File: config.mk
export PLATFORM = sky130hd
export DESIGN_NAME = add_arb
export DESIGN_NICKNAME = d
export VERILOG_FILES = /design/src/rtl/add_pkg.sv /design/src/rtl/add_arb_rr_pick.sv /design/src/rtl/add_arb.sv
export SDC_FILE = /design/constraint.sdc
export NUM_CORES = 1
export LEC_CHECK = 0
export CAP_MARGIN = 20
export CORE_AREA = 2 2 246 248
export CTS_CLUSTER_DIAMETER = 50
export DETAILED_ROUTE_END_ITERATION = 12
export DIE_AREA = 0 0 248 250
export PLACE_DENSITY_LB_ADDON = 0.2
export SLEW_MARGIN = 20
export SYNTH_ARGS = -nofsm -noshare
export SYNTH_HDL_FRONTEND = slang
export SYNTH_SLANG_ARGS = --single-unit
File: constraint.sdc
create_clock -name clk -period 5.31 [get_ports clk]
set_input_delay 1.062 -clock clk [delete_from_list [all_inputs] [get_ports clk]]
set_output_delay 1.062 -clock clk [all_outputs]
set_load 0.01 [all_outputs]
File: src/rtl/add_pkg.sv
// add_pkg: shared definitions for the shared-adder arbiter.
//   W_DEF     default operand/sum width
//   opnd_t    operand pair {a,b} at default width
//   res_t     result {cout,sum,id} at default width
//   next_ptr  round-robin pointer advance with wrap
package add_pkg;

   localparam int W_DEF   = 64;
   localparam int IDW_DEF = 2;

   typedef struct packed {
      logic [W_DEF-1:0] a;
      logic [W_DEF-1:0] b;
   } opnd_t;

   typedef struct packed {
      logic               cout;
      logic [W_DEF-1:0]   sum;
      logic [IDW_DEF-1:0] id;
   } res_t;

   // Pointer after granting idx: one past the winner, wrapping at n.
   function automatic int unsigned next_ptr(input int unsigned idx, input int unsigned n);
      return (idx + 1 >= n) ? 0 : idx + 1;
   endfunction

endpackage

File: src/rtl/add_arb_rr_pick.sv
// rr_pick: combinational round-robin picker.
//   req    request vector
//   ptr    index with highest priority this cycle
//   en     gate; no grant when low
//   grant  one-hot winner (or zero)
//   gidx   winner index
//   any    a winner exists
// The request vector is doubled so a single lowest-set-bit scan starting
// at ptr naturally wraps past NREQ-1 back to 0.
module rr_pick #(
   parameter int NREQ = 4,
   parameter int IDW  = 2
) (
   input  logic [NREQ-1:0] req,
   input  logic [IDW-1:0]  ptr,
   input  logic            en,
   output logic [NREQ-1:0] grant,
   output logic [IDW-1:0]  gidx,
   output logic            any
);

   logic [2*NREQ-1:0] dbl;
   logic [2*NREQ-1:0] masked;

   always_comb begin
      dbl    = {req, req};
      masked = '0;
      // Lower copy only counts from ptr up; upper copy supplies the wrap.
      for (int j = 0; j < 2*NREQ; j++)
         masked[j] = dbl[j] && (j >= int'(ptr));
   end

   always_comb begin
      grant = '0;
      gidx  = '0;
      any   = 1'b0;
      if (en) begin
         for (int j = 0; j < 2*NREQ; j++) begin
            if (!any && masked[j]) begin
               any = 1'b1;
               if (j >= NREQ) begin
                  gidx             = IDW'(j - NREQ);
                  grant[j - NREQ]  = 1'b1;
               end else begin
                  gidx     = IDW'(j);
                  grant[j] = 1'b1;
               end
            end
         end
      end
   end

endmodule

File: src/rtl/add_arb.sv
// add_arb: round-robin scheduler sharing one W-bit adder among NREQ
// requesters, with a single registered result slot.
//   clk, reset            clock, async active-high reset
//   req_valid/req_ready   per-requester handshake (ready is one-hot or zero)
//   req_a, req_b          packed operands, requester i at [i*W +: W]
//   rsp_valid/rsp_ready   result slot handshake
//   rsp_sum, rsp_cout     a+b mod 2^W and its carry-out
//   rsp_id                granted requester index
//   op_count              completed result handshakes, wrapping
module add_arb
   import add_pkg::*;
#(
   parameter int NREQ = 4,
   parameter int W    = W_DEF,
   parameter int IDW  = 2,
   parameter int CNTW = 32
) (
   input  logic              clk,
   input  logic              reset,
   input  logic [NREQ-1:0]   req_valid,
   output logic [NREQ-1:0]   req_ready,
   input  logic [NREQ*W-1:0] req_a,
   input  logic [NREQ*W-1:0] req_b,
   output logic              rsp_valid,
   input  logic              rsp_ready,
   output logic [W-1:0]      rsp_sum,
   output logic              rsp_cout,
   output logic [IDW-1:0]    rsp_id,
   output logic [CNTW-1:0]   op_count
);

   generate
      if (NREQ < 2 || IDW != $clog2(NREQ)) begin : g_bad_param
         $error("add_arb: need NREQ >= 2 and IDW == clog2(NREQ)");
      end
   endgenerate

   typedef struct packed {
      logic           cout;
      logic [W-1:0]   sum;
      logic [IDW-1:0] id;
   } res_w_t;

   logic [NREQ-1:0][W-1:0] a_arr, b_arr;
   logic [NREQ-1:0]        grant;
   logic [IDW-1:0]         gidx;
   logic [IDW-1:0]         ptr;
   logic                   any;
   logic                   accept;
   logic [W:0]             sum_nxt;
   res_w_t                 res_q;

   assign a_arr = req_a;
   assign b_arr = req_b;

   // Slot can take a new result when empty or being drained this cycle.
   assign accept = !rsp_valid || rsp_ready;

   rr_pick #(.NREQ(NREQ), .IDW(IDW)) u_pick (
      .req   (req_valid),
      .ptr   (ptr),
      .en    (accept && !reset),
      .grant (grant),
      .gidx  (gidx),
      .any   (any)
   );

   assign req_ready = grant;
   assign sum_nxt   = {1'b0, a_arr[gidx]} + {1'b0, b_arr[gidx]};

   always_ff @(posedge clk or posedge reset) begin
      if (reset) begin
         rsp_valid <= 1'b0;
         res_q     <= '0;
         ptr       <= '0;
         op_count  <= '0;
      end else begin
         // A grant implies accept, so a reload also covers the drain case.
         if (any) begin
            rsp_valid <= 1'b1;
            res_q     <= '{cout: sum_nxt[W], sum: sum_nxt[W-1:0], id: gidx};
            ptr       <= IDW'(next_ptr(int'(gidx), NREQ));
         end else if (rsp_ready) begin
            rsp_valid <= 1'b0;
         end
         if (rsp_valid && rsp_ready)
            op_count <= op_count + 1'b1;
      end
   end

   assign rsp_sum  = res_q.sum;
   assign rsp_cout = res_q.cout;
   assign rsp_id   = res_q.id;

endmodule

==> results.cfg <==
[run_status]
outcome = completed

[clock_tree]
cts.htree.levels = 3
clk_root_buffer_cell = clkbuf_16
clk_pin_slew_ns = 0.09
ctsLongestPathBuffers = 2
cts_buffers = 9
clk-insertion-delay-late_ns = 0.40
cts_num_sinks = 102
cts_tree = yes

[logic_synthesis]
synth_xor_xnor_area_share_pct = 6.904
synth_top_family_by_area = compound AO/OA/AOI/OAI gates
synth.ff_latch_count = 102
synth_edf_count = 0
synth_compound_area_share_pct = 32.32
synthTopCellsByArea = dfrtp_1 23%, nand2_1 13%, a221oi_1 8.0%, a31oi_1 7.7%, ha_1 7.4%
yosys_warnings = 0
synth-main-ff-cell = dfrtp_1
synthAdderAreaFrac_pct = 7.550
syn_inst = 1596
synth-simple-area-share_pct = 24.76
synthMuxAreaShare_pct = 0.4081
syn_area_per_cell_um2 = 6.915
synth_seq_area_share_pct = 23.13
synth_top_area_share_pct = 23.13
synth.distinct_cells = 61
synthesis.area_mm2 = 0.01104
synth_top_area_cell = dfrtp_1
synth.net_count = 2181
async_reset_ff_share_pct = 100.0

[final_layout]
mostFrequentLayoutCell = clkdlybuf4s50_1
drive_above_1_share_pct = 18.90
fillCellCount = 6317
final_net_count = 3045
final_cell_mix = 616 x clkdlybuf4s50_1, 391 x nand2_1, 337 x buf_4
area_delta_synth_final_pct = 94.71
diodes = 0

[setup_path]
cp_top_family = compound AO/OA/AOI/OAI gates
path_class = in2reg
crit_chain = buf_8 -> inv_6 -> nor2_4 -> a21oi_2 -> o22ai_2 -> a21oi_4 -> nand2_4 -> buf_12 -> buf_12 -> a221oi_4 -> a31oi_1 -> ha_2 -> fa_2 -> a211oi_4 -> o21bai_1 -> o2111a_2 -> o21ai_4 -> a31o_4 -> a21oi_4 -> o211a_1 -> a221o_1 -> or4_1 -> nand3_1
r2r-end = rsp_sum[62]$_DFFE_PP0P_
cp_max_fo = 5
r2r_cells = 20
endpoint = rsp_sum[62]$_DFFE_PP0P_
cp_num_buf_inv = 4
slowest_stage = or4_1
worstSetupStartpointType = primary input
rrSetupSlack_ns = 0.29
arrival_ns = 5.63
crit_cells = 23
slowest_delay_ns = 0.52
cp-end-kind = register
crit_start = req_valid[0]
critical_path_required_ns = 5.65
timing.rr.start = ptr[1]$_DFFE_PP0P_

[global_route]
track_usage_pct = 20.09
grt_max_degree = 85
grt_pass1_wl_mm = 94.36
gr-total-overflow = 0
antenna_found_initial = 1
grt_pass1_vias = 15540

[routing]
drtPass1Iterations = 5
wl_mm = 64.98
vias_per_cell = 4.730
ant_nets = 0
drcViolationCount = 0
drt-initial-drc-count = 768
wl_per_cell_um = 20.01
vias = 15360

[sta]
period_minus_slack_ns = 5.289
whs_ns = 0.4811
fin_crit_sh_pct = 99.61
slew_viol_final = 0
rsz0062_at_grt = yes
fin_worst_skew_ns = 0.01176
fin_ws_ns = 0.02055
setup_viol = 0
max-slew-margin-rel_pct = 39.76
tightest_slew_ns = 0.9036
finalHoldViolations = 0
fmax_mhz = 189.1

[floorplanning]
row_count = 90
die_w_um = 248
ios = 623
die_h_um = 250
fp.dieArea_mm2 = 0.06200
core_area_mm2 = 0.05957
initial_utilization_pct = 18.53

[power_and_ir_drop]
vdd_ir_drop_max_mv = 0.1659
leakage_nw = 9.033
p_per_area_mw_per_mm2 = 393.2

[hold_path]
min_path_type = reg2reg

[placement]
portBuffers = 622
dp_slack_ns = -0.9078
routabilityCongestion = 0.9012
dpl.hpwl_mm = 53.78

[run]
drv_cap = 0
worst register-to-register path: cells and delay by family (launching register included):
kind	cells	cell delay, ns
AND/OR/NAND/NOR	5	0.88
AO/OA/AOI/OAI	11	2.47
flip-flops	1	0.53
adder cells (fa/ha/maj)	1	0.44
buffers and inverters	3	0.65
layout make-up:
cell class              instances  area [µm²]  area share [%]
clock inverters                 7       96.34          0.4483
flip-flops and latches        102        2552           11.88
clock buffers                   9       225.2           1.048
repair buffers                979        9153           42.59
well taps                     782       978.4           4.553
multi-input cells            1350        8408           39.13
inverters                      18       76.32          0.3552
stage by stage:
step	cell area, µm²	util (%)	TNS [ns]	instances	total power, W
global placement	20530	34.47	-17.78	3201	0.007465
CTS	21190	35.57	0	3231	0.008451
detailed placement	20530	34.47	-17.98	3201	0.007486
finish	21490	36.07	0	3247	0.008451
floorplan	11360	-	-27.26	1596	0.004196
global route	21490	36.07	-0.2566	3247	0.009122
power by group:
| part | internal, W | switching [W] | total [W] |
|---|---|---|---|
| logic | 0.00327 | 0.00318 | 0.00645 |
| registers | 0.00105 | 0.000192 | 0.00124 |
| clock network | 0.000344 | 0.000412 | 0.000756 |
registers in the layout, summed over array words and instances, names as in the netlist:
signal,cells
ptr,2
rsp_cout,1
rsp_sum,64
rsp_valid,1
op_count,32
rsp_id,2
logic make-up (layout without fill, tap and decap cells):
group	after synthesis	after routing
DFF	102	102
and+or+nand+nor	651	651
adders and majority gates	66	66
buffers and inverters	144	1013
xor gates and xnor gates	87	87
AOI/OAI and AO/OA	542	542
muxes	4	4
how the worst min path moves through the flow:
stage | start | end | cells after the start
3_3_place_gp | rsp_sum[15]$_DFFE_PP0P_ | rsp_sum[15]$_DFFE_PP0P_ | 2
5_1_grt | op_count[31]$_DFFE_PP0P_ | op_count[31]$_DFFE_PP0P_ | 1
6_report | rsp_sum[9]$_DFFE_PP0P_ | rsp_sum[9]$_DFFE_PP0P_ | 2
4_1_cts | op_count[31]$_DFFE_PP0P_ | op_count[31]$_DFFE_PP0P_ | 1
2_1_floorplan | rsp_sum[15]$_DFFE_PP0P_ | rsp_sum[15]$_DFFE_PP0P_ | 2
3_5_place_dp | rsp_sum[15]$_DFFE_PP0P_ | rsp_sum[15]$_DFFE_PP0P_ | 2
per-layer routing:
| layer | part of all wire [%] | vias to the layer above | global-route usage [%] | wire length (µm) |
|---|---|---|---|---|
| li1 | - | 7563 | - | - |
| met1 | 44 | 7235 | 25.80 | 28850 |
| met2 | 48 | 527 | 34.94 | 31450 |
| met3 | 5.9 | 33 | 3.441 | 3804 |
| met4 | 1.3 | 0 | 4.157 | 877 |
| met5 | 0 | - | 0 | 0 |
what timing repair did:
action | in CTS | in global routing
hold endpoints to repair | 0 | 0
endpoints found under the setup margin | 22 | 21
hold buffers | 0 | 0
gates resized for setup | 35 | 51
gates cloned | 3 | 0
pin swaps | 21 | 19
buffers inserted | 12 | 17
synthesized netlist by cell type, drive strengths merged, types with 4 or more instances:
cell type,number
nor3,14
ha,65
a31oi,137
and4,7
o21ai,95
nand2,396
a211oi,4
nand3,19
xnor2,56
mux2,4
o211ai,7
a221oi,102
inv,18
a21oi,109
and2,6
nand4,29
o21bai,15
o31ai,6
o21a,8
a21o,31
a21boi,4
nor2,137
nand2b,6
nor2b,11
dfrtp,102
xor2,31
clkbuf,123
and3,12
a211o,4
No activity file was read; power rests on OpenSTA's default activity.
